`src/rtl/mhsa_sram_arbiter.sv`:
```
// Round-robin arbiter sharing one SRAM port among N_REQ requesters.
// Registers the SRAM pins and routes each read response back to its issuing port.
`timescale 1ns/1ps
module mhsa_sram_arbiter #(
    parameter int WIDTH  = 64,
    parameter int LENGTH = 4096,
    parameter int N_REQ  = 3,
    parameter int RD_LAT = 1
) (
    input  logic                   clk,
    input  logic                   rst_n,
    input  logic                   arb_en,
    input  logic [N_REQ-1:0]       req_valid,
    input  logic [N_REQ-1:0]       req_write,
    input  logic [N_REQ*32-1:0]    req_addr,
    input  logic [N_REQ*WIDTH-1:0] req_wdata,
    output logic [N_REQ-1:0]       req_ready,
    output logic [N_REQ-1:0]       rsp_valid,
    output logic [WIDTH-1:0]       rsp_data,
    output logic                   busy,
    output logic                   addr_err,
    output logic                   acc_write_en,
    output logic [WIDTH-1:0]       acc_data_in,
    output logic [31:0]            acc_addr,
    input  logic [WIDTH-1:0]       acc_data_out
);
    localparam int IDX_W = $clog2(N_REQ);
    localparam int PW    = IDX_W + 1;
    localparam int DEPTH = RD_LAT + 1;

    logic [IDX_W-1:0]             rr_ptr_q, rr_ptr_d;
    logic [N_REQ-1:0]             cand;
    logic                         grant_found;
    logic [IDX_W-1:0]             grant_idx;
    logic [PW-1:0]                pos;
    logic [31:0]                  win_addr;
    logic [WIDTH-1:0]             win_wdata;
    logic                         win_write;
    logic                         win_oob;

    logic                         acc_write_en_q, acc_write_en_d;
    logic [31:0]                  acc_addr_q, acc_addr_d;
    logic [WIDTH-1:0]             acc_data_in_q, acc_data_in_d;
    logic                         addr_err_q, addr_err_d;

    logic [DEPTH-1:0]             pv_q, pv_d;
    logic [DEPTH-1:0]             poob_q, poob_d;
    logic [DEPTH-1:0][IDX_W-1:0]  pport_q, pport_d;

    logic [N_REQ-1:0]             rsp_valid_q, rsp_valid_d;
    logic [WIDTH-1:0]             rsp_data_q, rsp_data_d;

    assign cand = (rst_n && arb_en) ? req_valid : '0;

    // Scan from rr_ptr upward with wrap; pos never exceeds 2*N_REQ-2 so PW bits suffice.
    always_comb begin
        grant_found = 1'b0;
        grant_idx   = '0;
        pos         = '0;
        for (int k = 0; k < N_REQ; k++) begin
            pos = PW'(rr_ptr_q) + PW'(k);
            if (pos >= PW'(N_REQ)) begin
                pos = pos - PW'(N_REQ);
            end
            if (!grant_found && cand[pos[IDX_W-1:0]]) begin
                grant_found = 1'b1;
                grant_idx   = pos[IDX_W-1:0];
            end
        end
    end

    always_comb begin
        win_addr  = '0;
        win_wdata = '0;
        win_write = 1'b0;
        for (int i = 0; i < N_REQ; i++) begin
            if (grant_idx == IDX_W'(i)) begin
                win_addr  = req_addr[i*32 +: 32];
                win_wdata = req_wdata[i*WIDTH +: WIDTH];
                win_write = req_write[i];
            end
        end
    end

    assign win_oob = win_addr >= 32'(LENGTH);

    for (genvar gi = 0; gi < N_REQ; gi++) begin : g_ready
        assign req_ready[gi] = grant_found && (grant_idx == IDX_W'(gi));
    end

    // Out-of-range accesses never reach the pins: the last legal address/data stay put.
    always_comb begin
        rr_ptr_d       = rr_ptr_q;
        acc_write_en_d = 1'b0;
        acc_addr_d     = acc_addr_q;
        acc_data_in_d  = acc_data_in_q;
        addr_err_d     = addr_err_q;
        if (grant_found) begin
            rr_ptr_d = (grant_idx == IDX_W'(N_REQ-1)) ? '0 : grant_idx + IDX_W'(1);
            if (win_oob) begin
                addr_err_d = 1'b1;
            end else begin
                acc_write_en_d = win_write;
                acc_addr_d     = win_addr;
                acc_data_in_d  = win_wdata;
            end
        end
    end

    assign pv_d[0]    = grant_found && !win_write;
    assign poob_d[0]  = win_oob;
    assign pport_d[0] = grant_idx;

    for (genvar gi = 1; gi < DEPTH; gi++) begin : g_pipe
        assign pv_d[gi]    = pv_q[gi-1];
        assign poob_d[gi]  = poob_q[gi-1];
        assign pport_d[gi] = pport_q[gi-1];
    end

    for (genvar gi = 0; gi < N_REQ; gi++) begin : g_rsp
        assign rsp_valid_d[gi] = pv_q[DEPTH-1] && (pport_q[DEPTH-1] == IDX_W'(gi));
    end

    always_comb begin
        rsp_data_d = rsp_data_q;
        if (pv_q[DEPTH-1]) begin
            rsp_data_d = poob_q[DEPTH-1] ? '0 : acc_data_out;
        end
    end

    always_ff @(posedge clk) begin
        if (!rst_n) begin
            rr_ptr_q       <= '0;
            acc_write_en_q <= 1'b0;
            acc_addr_q     <= '0;
            acc_data_in_q  <= '0;
            addr_err_q     <= 1'b0;
            pv_q           <= '0;
            poob_q         <= '0;
            pport_q        <= '0;
            rsp_valid_q    <= '0;
            rsp_data_q     <= '0;
        end else begin
            rr_ptr_q       <= rr_ptr_d;
            acc_write_en_q <= acc_write_en_d;
            acc_addr_q     <= acc_addr_d;
            acc_data_in_q  <= acc_data_in_d;
            addr_err_q     <= addr_err_d;
            pv_q           <= pv_d;
            poob_q         <= poob_d;
            pport_q        <= pport_d;
            rsp_valid_q    <= rsp_valid_d;
            rsp_data_q     <= rsp_data_d;
        end
    end

    assign acc_write_en = acc_write_en_q;
    assign acc_addr     = acc_addr_q;
    assign acc_data_in  = acc_data_in_q;
    assign addr_err     = addr_err_q;
    assign rsp_valid    = rsp_valid_q;
    assign rsp_data     = rsp_data_q;
    assign busy         = |pv_q;

endmodule

```
`config.mk`:
```
export PLATFORM = sky130hd
export DESIGN_NAME = mhsa_sram_arbiter
export DESIGN_NICKNAME = d
export VERILOG_FILES = /design/src/rtl/mhsa_sram_arbiter.sv
export SDC_FILE = /design/constraint.sdc
export NUM_CORES = 1
export LEC_CHECK = 0
export CAP_MARGIN = 20
export CORE_AREA = 2 2 207 209
export CTS_CLUSTER_SIZE = 12
export DETAILED_ROUTE_END_ITERATION = 8
export DIE_AREA = 0 0 209 211
export PLACE_DENSITY = 0.62
export SLEW_MARGIN = 20
export SYNTH_ARGS = -nofsm -noshare
export SYNTH_HDL_FRONTEND = slang
export SYNTH_SLANG_ARGS = --single-unit
```
`constraint.sdc`:
```
create_clock -name clk -period 5.7 [get_ports clk]
set_input_delay 1.425 -clock clk [delete_from_list [all_inputs] [get_ports clk]]
set_output_delay 1.425 -clock clk [all_outputs]
set_load 0.02 [all_outputs]
```
; ---- After elaboration in Yosys (flattened, before gate mapping)
; Index checks and enable logic that the tools add are counted.
[totals]
reg_bits = 175
latchBits = 0
ramBits = 0
mem_bits_ro = 0
input_bits = 361
out_inout_bits = 169
word_cells = 77
mem_count = 0
[op_classes]
addsub = 6
n_mul = 0
div = 0
n_lt_le_gt_ge = 7
eq_ne = 4
shifts = 0
mux = 27
n_bitwise = 3
n_reduce_logical = 19
[ops]
columns = cell, n
row1 = 64-bit 2-to-1 mux, 4
row2 = 32-bit 2-to-1 mux, 3
row3 = 32-bit by 13-bit greater-or-equal comparator with 1-bit output (second input constant), 1
row4 = 2-bit 2-to-1 mux, 7
row5 = 1-bit logical AND, 10
row6 = 2-bit by 3-bit < comparator with 1-bit output (second input constant), 3
row7 = 1-bit 2-to-1 mux, 9
row8 = 1-bit binary-select mux with 2-bit select, 3
row9 = 3-bit by 2-bit greater-or-equal comparator with 1-bit output (second input constant), 2
row10 = 2-bit subtractor (second input constant), 3
row11 = 2-bit by 1-bit equality test with 1-bit output (second input constant), 2
row12 = 2-bit equality test (second input constant), 2
row13 = 2-bit logical NOT, 2
row14 = 2-bit AND reduction, 2
row15 = 2-bit by 1-bit adder with 3-bit output (second input constant), 1
row16 = 2-bit by 2-bit adder with 3-bit output (second input constant), 1
row17 = 1-bit logical NOT, 3
row18 = 3-bit 2-to-1 mux, 1
row19 = 1-bit inverter, 3
row20 = 3-bit OR reduction, 1
row21 = 2-bit by 1-bit adder with 2-bit output (second input constant), 1
row22 = 2-bit greater-or-equal comparator (second input constant), 1
row23 = 2-bit OR reduction, 1

; ---- Logic depth before layout (Yosys ltp)
; Gate-level depths: netlist of run 1.
[logic_depth]
ltp_word = 18
depth_mapped = 16
depth_no_buf = 12

; ---- Least setup slack after synthesis of run 1
; Ideal clock, no wire load.
[synth_path]
path_type = input-to-reg
start = input port rst_n
end = register acc_addr_q[18], in the netlist acc_addr[18]
setup_ns = 0.116
arrival_time_ns = 4.479
required_ns = 5.584
slack_ns = 1.105
cell_stages = 13
path_buffers = 4
path_cell_list = buf_4 -> nand2_1 -> or3_4 -> mux2i_1 -> o21a_1 -> buf_2 -> o32a_1 -> o41a_1 -> or3_1 -> or4_4 -> buf_6 -> buf_6 -> and3_1
[synth_between]
elab_chain_len = 18
word_cells_on_any_way = 27
cone_classes = 1 x order compare / 2 x eq/ne / 16 x mux / 1 x bitwise / 7 x reduce/logical
[synth_lines]
columns = element, line_no
row1 = "start, declared", 11  ; input logic rst_n,
row2 = 1-bit logical AND, 53  ; assign cand = (rst_n && arb_en) ? req_valid : '0;
row3 = 3-bit 2-to-1 mux, 53
row4 = 1-bit binary-select mux with 2-bit select, 65  ; if (!grant_found && cand[pos[IDX_W-1:0]]) begin
row5 = 1-bit 2-to-1 mux (not written as such), 65
row6 = 1-bit 2-to-1 mux, 65
row7 = 1-bit logical NOT, 65
row8 = 1-bit logical AND, 65
row9 = 1-bit 2-to-1 mux, 65
row10 = 1-bit logical NOT, 65
row11 = 1-bit logical AND, 65
row12 = 2-bit 2-to-1 mux, 65
row13 = 2-bit logical NOT, 77  ; if (grant_idx == IDX_W'(i)) begin
row14 = 32-bit 2-to-1 mux (3 in series), 77
row15 = 32-bit by 13-bit greater-or-equal comparator with 1-bit output, 85  ; assign win_oob = win_addr >= 32'(LENGTH);
row16 = 1-bit inverter (no source line), -
row17 = 2-bit AND reduction (no source line), -
row18 = "end signal, assigned", 146  ; acc_addr_q <= acc_addr_d;
row19 = "end, declared", 42  ; logic [31:0] acc_addr_q, acc_addr_d;
; Parallel ways exist; a longest one is shown, timed or not. The select of a mux whose other input is x is not followed.
; A chain may end at the register's enable or synchronous reset.

; ---- Worst setup path in the final report of run 1
[layout_path]
start = input port req_valid[1]
end = output port req_ready[1]
[layout_between]
elab_chain_len = 12
word_cells_on_any_way = 19
cone_classes = 1 x eq/ne / 13 x mux / 5 x reduce/logical
[layout_lines]
columns = element, line_no
row1 = "start, declared", 13  ; input logic [N_REQ-1:0] req_valid,
row2 = 3-bit 2-to-1 mux (*), 53
row3 = 1-bit binary-select mux with 2-bit select, 65
row4 = 1-bit 2-to-1 mux (not written as such), 65
row5 = 1-bit 2-to-1 mux, 65
row6 = 1-bit logical NOT, 65
row7 = 1-bit logical AND, 65
row8 = 1-bit 2-to-1 mux, 65
row9 = 1-bit logical NOT, 65
row10 = 1-bit logical AND, 65
row11 = 2-bit 2-to-1 mux, 65
row12 = 2-bit by 1-bit equality test with 1-bit output, 88  ; assign req_ready[gi] = grant_found && (grant_idx == IDX_W'(gi));
row13 = 1-bit logical AND (*), 88
row14 = "end, declared", 17  ; output logic [N_REQ-1:0] req_ready,
; Every way passes the cells marked *; elsewhere a longest branch is shown, timed or not. The select of a mux whose other input is x is not followed.

==> results of run 1 <==
## how the worst min path moves through the flow
stage	start	to	slack [ns]	cells past startpoint
detailed placement	pport_d[2]	pport_q[2]	0.43	1
global placement	pport_d[3]	pport_q[3]	0.42	1
floorplan	poob_q[0]	poob_q[1]	0.41	1
finish	pport_q[3]	rsp_valid[1]	0.44	1
global route	pport_q[3]	rsp_valid[1]	0.44	1
CTS	pport_q[3]	rsp_valid[1]	0.44	1
## worst max-delay path, stage by stage
cell and delay, ns:
clkdlybuf4s50_1 0.47, mux2i_1 0.23, or3_4 0.18, o311ai_2 0.15
o21ai_0 0.48, nand2_4 0.12, inv_2 0.10, clkdlybuf4s50_1 0.72
## power groups by stage
stage                     sequential, W  combinational (W)  clock [W]
after floorplan                 0.00134           0.000461          0
after global placement          0.00131           0.000994          0
after detailed placement        0.00131           0.000997          0
after CTS                       0.00128            0.00100    0.00119
after global routing            0.00128            0.00107    0.00124
final                           0.00128           0.000990    0.00115
## layout make-up
type                    instances  area, um2
clock inverters                13        131
repair buffers                549       5490
clock buffers                  19        433
fillers                      4336      26900
inverters                       7       28.8
multi-input cells             822       4570
well taps                     539        674
flip-flops and latches        175       3500
## kinds of logic (layout without fill, tap and decap cells)
group / Yosys count / count (layout)
AND/OR/NAND/NOR: 489 / 489
AO/OA/AOI/OAI: 318 / 318
flip-flops: 175 / 175
buffers and inverters: 124 / 588
multiplexers: 12 / 12
adder cells (fa/ha/maj): 3 / 3
## sequential cells by signal, indices dropped and copies added, names as in the netlist
register      flops
acc_addr         32
rsp_valid         3
pv_q              2
pport_q           2
acc_data_in      64
acc_write_en      1
pport_d           2
rr_ptr_q          2
poob_q            2
rsp_data         64
addr_err          1
## metal layers
layer / part of all wire / vias up
met1: 0.39 / 4760
met2: 0.49 / 477
met5: 0.00042 / -
li1: - / 4898
met4: 0.026 / 2
met3: 0.088 / 43
## stage by stage
stage / hold WS, ns / total power [W] / setup slack (ns) / cells / cell area [um2]
CTS: 0.437 / 0.00348 / 0.341 / 2124 / 14800
global placement: 0.416 / 0.00230 / 0.339 / 2092 / 14300
finish: 0.438 / 0.00342 / 0.388 / 2124 / 14800
detailed placement: 0.428 / 0.00230 / 0.251 / 2092 / 14300
global route: 0.442 / 0.00359 / 0.142 / 2124 / 14800
floorplan: 0.412 / 0.00180 / 1.11 / 1121 / 8510
## synth_stat cells (6+ instances only)
cell type / number / area share
nand2_1: 153 / 0.067
nand4_1: 68 / 0.050
buf_2: 7 / 0.0041
o221a_2: 8 / 0.011
buf_1: 6 / 0.0026
dfxtp_1: 175 / 0.41
or3_1: 7 / 0.0051
nor2b_1: 68 / 0.050
and3_1: 20 / 0.015
a21oi_1: 135 / 0.079
nor3_1: 7 / 0.0041
o31ai_1: 71 / 0.063
nor2_1: 139 / 0.061
clkbuf_1: 101 / 0.045
a31oi_1: 70 / 0.051
mux2i_1: 11 / 0.013
o21ai_0: 14 / 0.0082
==> summary.md, run 1 <==
| Metric | Value |
|---|---|
| Met3 usage | 0.0538 |
| Die width | 209 um |
| Core area | 41800 um2 |
| Min Tclk post-route | 5.31 ns |
| GRT Resource Usage Total | 0.166 |
| Worst Skew | 0.0109 ns |
| Synthesized area | ~8500 um2 |
| Post-synthesis async set-or-reset flop share | 0 |
| Clock-pin slew on the worst setup and hold paths | 0.07 ns |
| Fin util | 0.355 |
| Number of global-route vias before repair | 10100 |
| Final WL | 37900 um |
| Fraction of the mapped netlist area in simple logic gates | 0.277 |
| Syn-to-layout area delta | 74.3% |
| DRT Pass-1 Iters | 6 |
| Pwr/cell area | 231 nW/um2 |
| GPL Wtd Cong | 0.882 |
| Most frequent cells in the layout | 528 x clkdlybuf4s50_1, 174 x dfxtp_1, 152 x nand2_1, 139 x nor2_1, 135 x a21oi_1 |
| Final hold viol count | 0 |
| Worst hold path class | reg -> reg |
| Max Cap Violations | 0 |
| Worst-Margin Slew | between 1 and 1.5 ns |
| Status | finished, final reports clean |
| CP Data Required Time | roughly 4.3 ns |
| F_max | ~0.19 GHz |
| Ant diodes | 0 |
| Adder-cell share of the synthesized area | 0.00441 |
| Drt wl/cell | between 15 and 20 um |
| Leakage | 5.40 nW |
| # DRC | 0 |
| CP startpoint | req_valid[1] |
| Clk pwr share | 0.337 |
| Chip height | 211 um |
| Synth Area in XOR/XNOR | 0 |
| CP endpoint kind | primary output |
| Most used flip-flop cell after synthesis | dfxtp_1 |
| H-tree depth | 4 |
| EDFF count, synth | 0 |
| Most Crowded Layer GR | met2 |
| Peak VDD IR | 0.116 mV |
| TritonCTS Sinks | 175 |
| # hold bufs at CTS | 0 |
| Switching share of power | 0.316 |
| Core Rows | 75 |
| Starting density of the core | 0.204 |
| Combinational family with the most area after synthesis | simple AND/OR/NAND/NOR gates |
| Mux share of post-synthesis cell area | 0.0143 |
| CTS Buf Count | 17 |
| Share of cells above drive strength 1 | 0.0486 |
| Post-synthesis cell count | 1121 |
| Worst setup endpoint | req_ready[1] |
| Fin nets | 1936 |
| HPWL after detailed placement | 27800 um |
| FF-to-FF path depth | 13 |
| Most common cell after layout, fill and taps aside | clkdlybuf4s50_1 |
| Via Count | 10200 |
| Int Power | 0.00234 W |
| DRT iter0 DRCs | between 500 and 600 |
| Global route overflow | 0 |
| Critical path peak fanout | 5 |
| Crit path DAT | 3.89 ns |
| CTS tree | yes |
| Crit Path Category | in -> out |
| Final setup viols | 0 |
| Die ar. | 44100 um2 |
| Syn nets | 1485 |
| CTS Buffer Depth | 2 |
| Post-synth cell types | 55 |
| Reg2reg start | rr_ptr_q[1] |
| R2r setup slk | 1.53 ns |
| Post-cts sizing count | 0 |
| Clk root buf | clkbuf_16 |
| Register area share after synthesis | 0.412 |
| Yosys reg bits | 175 |
| Gate power share | 0.289 |
| # IOs | 530 |
| Compound-gate portion of the synthesized area | 0.235 |
| Initial antenna violation count | 1 |
| Post-CTS Setup Bufs | 0 |
| Synthesis Warnings | 0 |
| Final period utilization | 0.932 |
| Part of the power in registers | 0.374 |
| CP startpoint kind | input pin |
| NetSw | 0.00108 W |
| Worst slew margin | 0.316 |
| R2R Path End | acc_data_in[58] |
| Met1 Usage GRT | 0.185 |
| Avg Inst Size Synth | 7.59 um2 |
| RSZ-0062 raised after global routing | false |
| ANT nets after route | 0 |
| Worst skew pair latency | 0.45 ns |
| Grt met2 use | 0.294 |
| Via-to-Cell Ratio | 4.79 |
| Setup TNS | 0 ns |
| First-pass GRT wire length | 57100 um |
| Pins Over Slew Limit | 0 |
| Largest net degree at the start of global routing | 110 |
| Port Buffer Count | 529 |
Note: power is estimated with default switching activity, not from simulation.
==> inputs of run 2 (changes only) <==
==> constraint.sdc (replaced) <==
create_clock -name clk -period 6.2 [get_ports clk]
set_input_delay 1.55 -clock clk [delete_from_list [all_inputs] [get_ports clk]]
set_output_delay 1.55 -clock clk [all_outputs]
set_load 0.02 [all_outputs]
==> summary.md, run 2 (synthesis gave the netlist of run 1 again) <==
| Metric | Value |
|---|---|
| DRT Pass-1 Iters | 5 (was 6) |
| F_max | 0.175 GHz |
| Clock-pin slew on the worst setup and hold paths | 0.08 ns (was 0.07 ns) |
| Initial antenna violation count | 4 (was 1) |
| HPWL after detailed placement | 28000 um (was 27800 um) |
| Final WL | 38000 um (was 37900 um) |
| Drt wl/cell | 17.9 um (about the same) |
| Crit path DAT | 4.17 ns (was 3.89 ns) |
| Status | finished, final reports clean (unchanged) |
| First-pass GRT wire length | 57000 um (was 57100 um) |
| Critical path peak fanout | 11 (was 5) |
| Post-CTS Setup Bufs | 0 (unchanged) |
| CTS Buf Count | 17 (unchanged) |
| Post-DP Area | 14300 um2 (about the same) |
| Die ar. | 44100 um2 (unchanged) |
| Total power | 0.00322 W (was 0.00342 W) |
| Most common cell after layout, fill and taps aside | clkdlybuf4s50_1 (unchanged) |
| Starting density of the core | 0.204 (unchanged) |
| Port Buffer Count | 529 (unchanged) |
| Global route overflow | 0 (unchanged) |
| CTS Buffer Depth | 2 (unchanged) |
| ANT nets after route | 0 (unchanged) |
| Max Cap Violations | 0 (unchanged) |
| GRT Resource Usage Total | 0.166 (about the same) |
| Fin nets | 1938 (was 1936) |
| RSZ-0062 raised after global routing | false (unchanged) |
| Die width | 209 um (unchanged) |
| Clk root buf | clkbuf_16 (unchanged) |
| # hold bufs at CTS | 0 (unchanged) |
| Most frequent cells in the layout | 528 x clkdlybuf4s50_1, 174 x dfxtp_1, 152 x nand2_1, 139 x nor2_1, 135 x a21oi_1 (unchanged) |
| Min Tclk post-route | 5.72 ns |
| H-tree depth | 4 (unchanged) |
| # IOs | 530 (unchanged) |
| CTS tree | yes (unchanged) |
| Final period utilization | 0.923 |
| CP Data Required Time | 4.65 ns (was 4.28 ns) |
| Final setup margin | 0.477 ns (was 0.388 ns) |
| Post-cts sizing count | 0 (unchanged) |
| R2r setup slk | 1.89 ns (was 1.53 ns) |
| Worst-Margin Slew | 0.913 ns (was 1.03 ns) |
| Setup TNS | 0 ns (unchanged) |
| Share of cells above drive strength 1 | 0.0510 (was 0.0486) |
| Worst slew margin | 0.392 (was 0.316) |
| Chip height | 211 um (unchanged) |
| Via-to-Cell Ratio | 4.81 (was 4.79) |
| Core Rows | 75 (unchanged) |
| Worst Skew | 0.00715 ns (was 0.0109 ns) |
| # DRC | 0 (unchanged) |
| GPL Wtd Cong | 0.914 (was 0.882) |
| Final hold viol count | 0 (unchanged) |
| Pwr/cell area | 216 nW/um2 (was 231 nW/um2) |
| DRT iter0 DRCs | 528 (was 529) |
| Largest net degree at the start of global routing | 86 (was 110) |
| CP endpoint kind | primary output (unchanged) |
| DP Worst Slack | 0.477 ns (was 0.251 ns) |
| Via Count | 10200 (about the same) |
| Number of global-route vias before repair | 10200 (was 10100) |
| Syn-to-layout area delta | 74.9% (was 74.3%) |
| Final setup viols | 0 (unchanged) |
| Core area | 41800 um2 (unchanged) |
| Post-route design area | 14900 um2 (was 14800 um2) |
| Peak VDD IR | 0.136 mV (was 0.116 mV) |
| Pins Over Slew Limit | 0 (unchanged) |
| TritonCTS Sinks | 175 (unchanged) |
| Leakage | 5.43 nW (was 5.40 nW) |
| Worst skew pair latency | 0.44 ns (was 0.45 ns) |
| CP startpoint kind | input pin (unchanged) |
| Crit Path Category | in -> out (unchanged) |
| Worst hold path class | reg -> reg (unchanged) |
-- run 2: cell count changes in the layout (fill, tap and decap cells not counted), sizes merged --
cell and change:
clkinvlp +1, diode +2, clkinv -5, buf +2
inv +4, clkbuf -1, bufinv +1
-- run 2: where the power goes --
part           internal, W  switching, W  leakage (nW)  total [W]
registers          0.00116     0.0000164          1.41    0.00118
logic             0.000428      0.000474          3.72   0.000902
clock network     0.000620      0.000519         0.294    0.00114
total              0.00221       0.00101          5.43    0.00322
-- run 2: final timing paths --
kind,startpoint,to,cells after the start
worst max-delay path,arb_en,req_ready[0],8
worst max register to register,rr_ptr_q[0],acc_data_in[50],12
worst min-delay path,pport_d[2],pport_q[2],1
worst min register to register,pport_d[2],pport_q[2],1
-- run 2: cell type report --
cell class	instances	area, um2
inverters	7	28.8
flip-flops and latches	175	3500
well taps	539	674
clock inverters	14	169
clock buffers	18	439
fillers	4331	26900
multi-input cells	822	4570
repair buffers	551	5490
diodes	2	5.00
-- run 2: critical path, cell delays in order --
cell and delay (ns):
clkdlybuf4s50_1 0.52, nand2_1 0.13, or3_4 0.41, mux2i_1 0.23, o21a_1 0.38, o21ai_1 0.15
nor2_1 0.16, clkdlybuf4s50_1 0.64
-- run 2: layer usage --
metal  share of wire  up-vias  GRT usage
li1                -     4905          -
met2            0.48      482      0.287
met1            0.40     4786      0.185
met3           0.080       62     0.0491
met5         0.00061        -          0
met4           0.041        4     0.0847
-- run 2: through the flow --
step,util,std cells,hold WS [ns]
finish,0.356,2128,0.433
detailed placement,0.342,2094,0.421
global placement,0.342,2094,0.417
global route,0.356,2127,0.446
CTS,0.356,2126,0.432
floorplan,-,1121,0.412
==> RTL edit: new RTL, flow settings as in run 1 <==
The parameter `LENGTH` goes from 4096 to 2048.
--- a/src/rtl/mhsa_sram_arbiter.sv
+++ b/src/rtl/mhsa_sram_arbiter.sv
@@ -3,7 +3,7 @@
 `timescale 1ns/1ps
 module mhsa_sram_arbiter #(
     parameter int WIDTH  = 64,
-    parameter int LENGTH = 4096,
+    parameter int LENGTH = 2048,
     parameter int N_REQ  = 3,
     parameter int RD_LAT = 1
 ) (
Check against the original RTL: not equivalent (Yosys sat finds a counterexample within 4 cycles, from zero or initial values and one cycle with rst_n low).
==> RTL edit against run 1 <==
- combinational power down 25%
- final area up 3.0%
- wire length up 13%
- sequential cell count unchanged
- clock skew up 0.0082 ns
- first-iteration DRC count up 20%
- setup slack worse by 0.080 ns
- synthesized area up 4.8%
- cell count up 3.1%
- power down 5.3%
- critical endpoint is now req_ready[0]
- largest power group unchanged
==> RTL edit: results (changes against run 1) <==
Status:
- The run finished with clean final reports.

Placed design:
- The HPWL after detailed placement is 32050 um (+15%).
- The count of port buffers added during placement is 529 (unchanged).
- The weighted congestion at the end of routability-driven global placement is 0.9294 (+5.4%).

GRT:
- The initial antenna violation count is 5 (+4).
- The aggregate global-route resource usage is 18.73% (+2.2 points).
- The pin count of the biggest net entering global routing is 109 (-0.91%).
- The wire length of the first global-routing pass is 63530 um (+11%).

Layout:
- The count of nets after finishing is 2001 (+3.4%).
- The share of cells above drive strength 1 was 4.485% (-0.37 points).
- The count of fill cells added during filler insertion is 4316 (-0.46%).

Route:
- The DRC violation total after the first TritonRoute iteration is 637 (+20%).
- The number of search-and-repair iterations in the first detailed-routing pass came to 5 (-1).
- The number of vias per cell after detailed routing is 4.922 (+2.7%).
- The post-detailed-routing wire length is 42930 um (+13%).

Power:
- The largest voltage drop on the vdd net is 0.1594 mV (+37%).
- The proportion of total power due to net switching is 30.47% (-1.1 points).
- The leakage power of the design was 5.515 nW (+2.0%).

STA:
- The measured slew at the worst slew-check pin is 0.8327 ns (-0.1934 ns).
- The worst setup skew after layout was 0.01913 ns (+0.008213 ns).

Setup path:
- In this run the critical register-to-register path is captured at acc_data_in[36].
- The critical path endpoint is req_ready[0].
- The number of cell instances on the worst register-to-register path is 14 (+1).
- In this run the critical register-to-register path is launched from rr_ptr_q[0].
- The slack of the worst reg-to-reg path was 1.24 ns (-0.29 ns).
- The arrival time of the worst setup path is 3.97 ns (+0.08 ns).
- The slowest stage of the critical path belongs to the cell sky130_fd_sc_hd__or4_1.
- The stage delay of the slowest cell on the critical path came to 0.66 ns (-0.06 ns).
- The highest net fanout along the worst path came to 7 (+2).

Yosys:
- The number of unique standard cell types used by synthesis was 58 (+5.5%).
- Counting instances in the post-synthesis netlist gives the leading cell types as 175 x sky130_fd_sc_hd__dfxtp_1, 147 x sky130_fd_sc_hd__nand2_1, 146 x sky130_fd_sc_hd__a21oi_1.
- Sorting the synthesized cells by area gives the leading types as sky130_fd_sc_hd__dfxtp_1 39%, sky130_fd_sc_hd__a21oi_1 8.2%, sky130_fd_sc_hd__o31ai_1 6.2%, sky130_fd_sc_hd__nand2_1 6.2%, sky130_fd_sc_hd__nor2_1 6.1%.
- The sequential fraction of the synthesis area is 39.28% (-1.9 points).
- The synthesized net count is 1555 (+4.7%).
- The share of synthesized flip-flops with an asynchronous set or reset is 0% (unchanged).
-- RTL edit: area by class of cell --
type	count	share of cell area (%)
timing repair buffer	550	36.14
multi-input combinational	871	31.86
sequential	175	22.93
tap	539	4.413
clock buffer	17	2.784
clock inverter	15	1.310
inverter	22	0.5567
-- RTL edit: kinds of logic after synthesis --
logic type | synth area share [%]
simple gates | 27.37
fa+ha+maj | 0.4209
mux | 0.9118
buf+inv | 6.593
compound gates | 25.43
flops | 39.28
-- RTL edit: worst min-delay path by stage --
stage	end	start	cells after the start	slack, ns
finish	pport_q[3]	pport_d[3]	1	0.44
global route	pport_q[2]	pport_d[2]	1	0.46
CTS	pport_q[2]	pport_d[2]	1	0.45
detailed placement	pport_q[2]	pport_d[2]	1	0.43
global placement	pport_q[3]	pport_d[3]	1	0.42
floorplan	poob_q[1]	poob_q[0]	1	0.41
-- RTL edit: per-stage QoR --
| stage | setup slack [ns] | power [mW] | utilization [%] | hold WS, ns | cells |
|---|---|---|---|---|---|
| 2_1_floorplan | 1.113 | 1.604 | - | 0.4119 | 1191 |
| 3_3_place_gp | 0.3134 | 2.026 | 35.10 | 0.4156 | 2157 |
| 3_5_place_dp | 0.2905 | 2.025 | 35.10 | 0.4268 | 2157 |
| 4_1_cts | 0.3174 | 3.288 | 36.60 | 0.4452 | 2189 |
| 5_1_grt | 0.1900 | 3.390 | 36.60 | 0.4599 | 2189 |
| 6_report | 0.3079 | 3.240 | 36.60 | 0.4386 | 2189 |
-- RTL edit: worst max-delay path: cells and delay by family --
family / cells / cell delay [ns]
mux: 1 / 0.32
buf+inv: 3 / 1.24
simple gates: 4 / 0.97
-- RTL edit: power by group through the flow --
stage	Clock, mW	Combinational, mW	Sequential, mW
final	1.24	0.741	1.25
after floorplan	0	0.300	1.30
after detailed placement	0	0.742	1.28
after global routing	1.34	0.796	1.26
after global placement	0	0.744	1.28
after CTS	1.29	0.745	1.25
-- RTL edit: layer usage --
metal | part of all wire, % | wire, um | vias to the layer above | global-route usage, %
li1 | - | - | 5161 | -
met1 | 41 | 17740 | 5032 | 21.84
met2 | 47 | 20200 | 513 | 31.78
met3 | 7.7 | 3309 | 60 | 5.769
met4 | 3.8 | 1628 | 8 | 8.054
met5 | 0.13 | 56 | - | 0
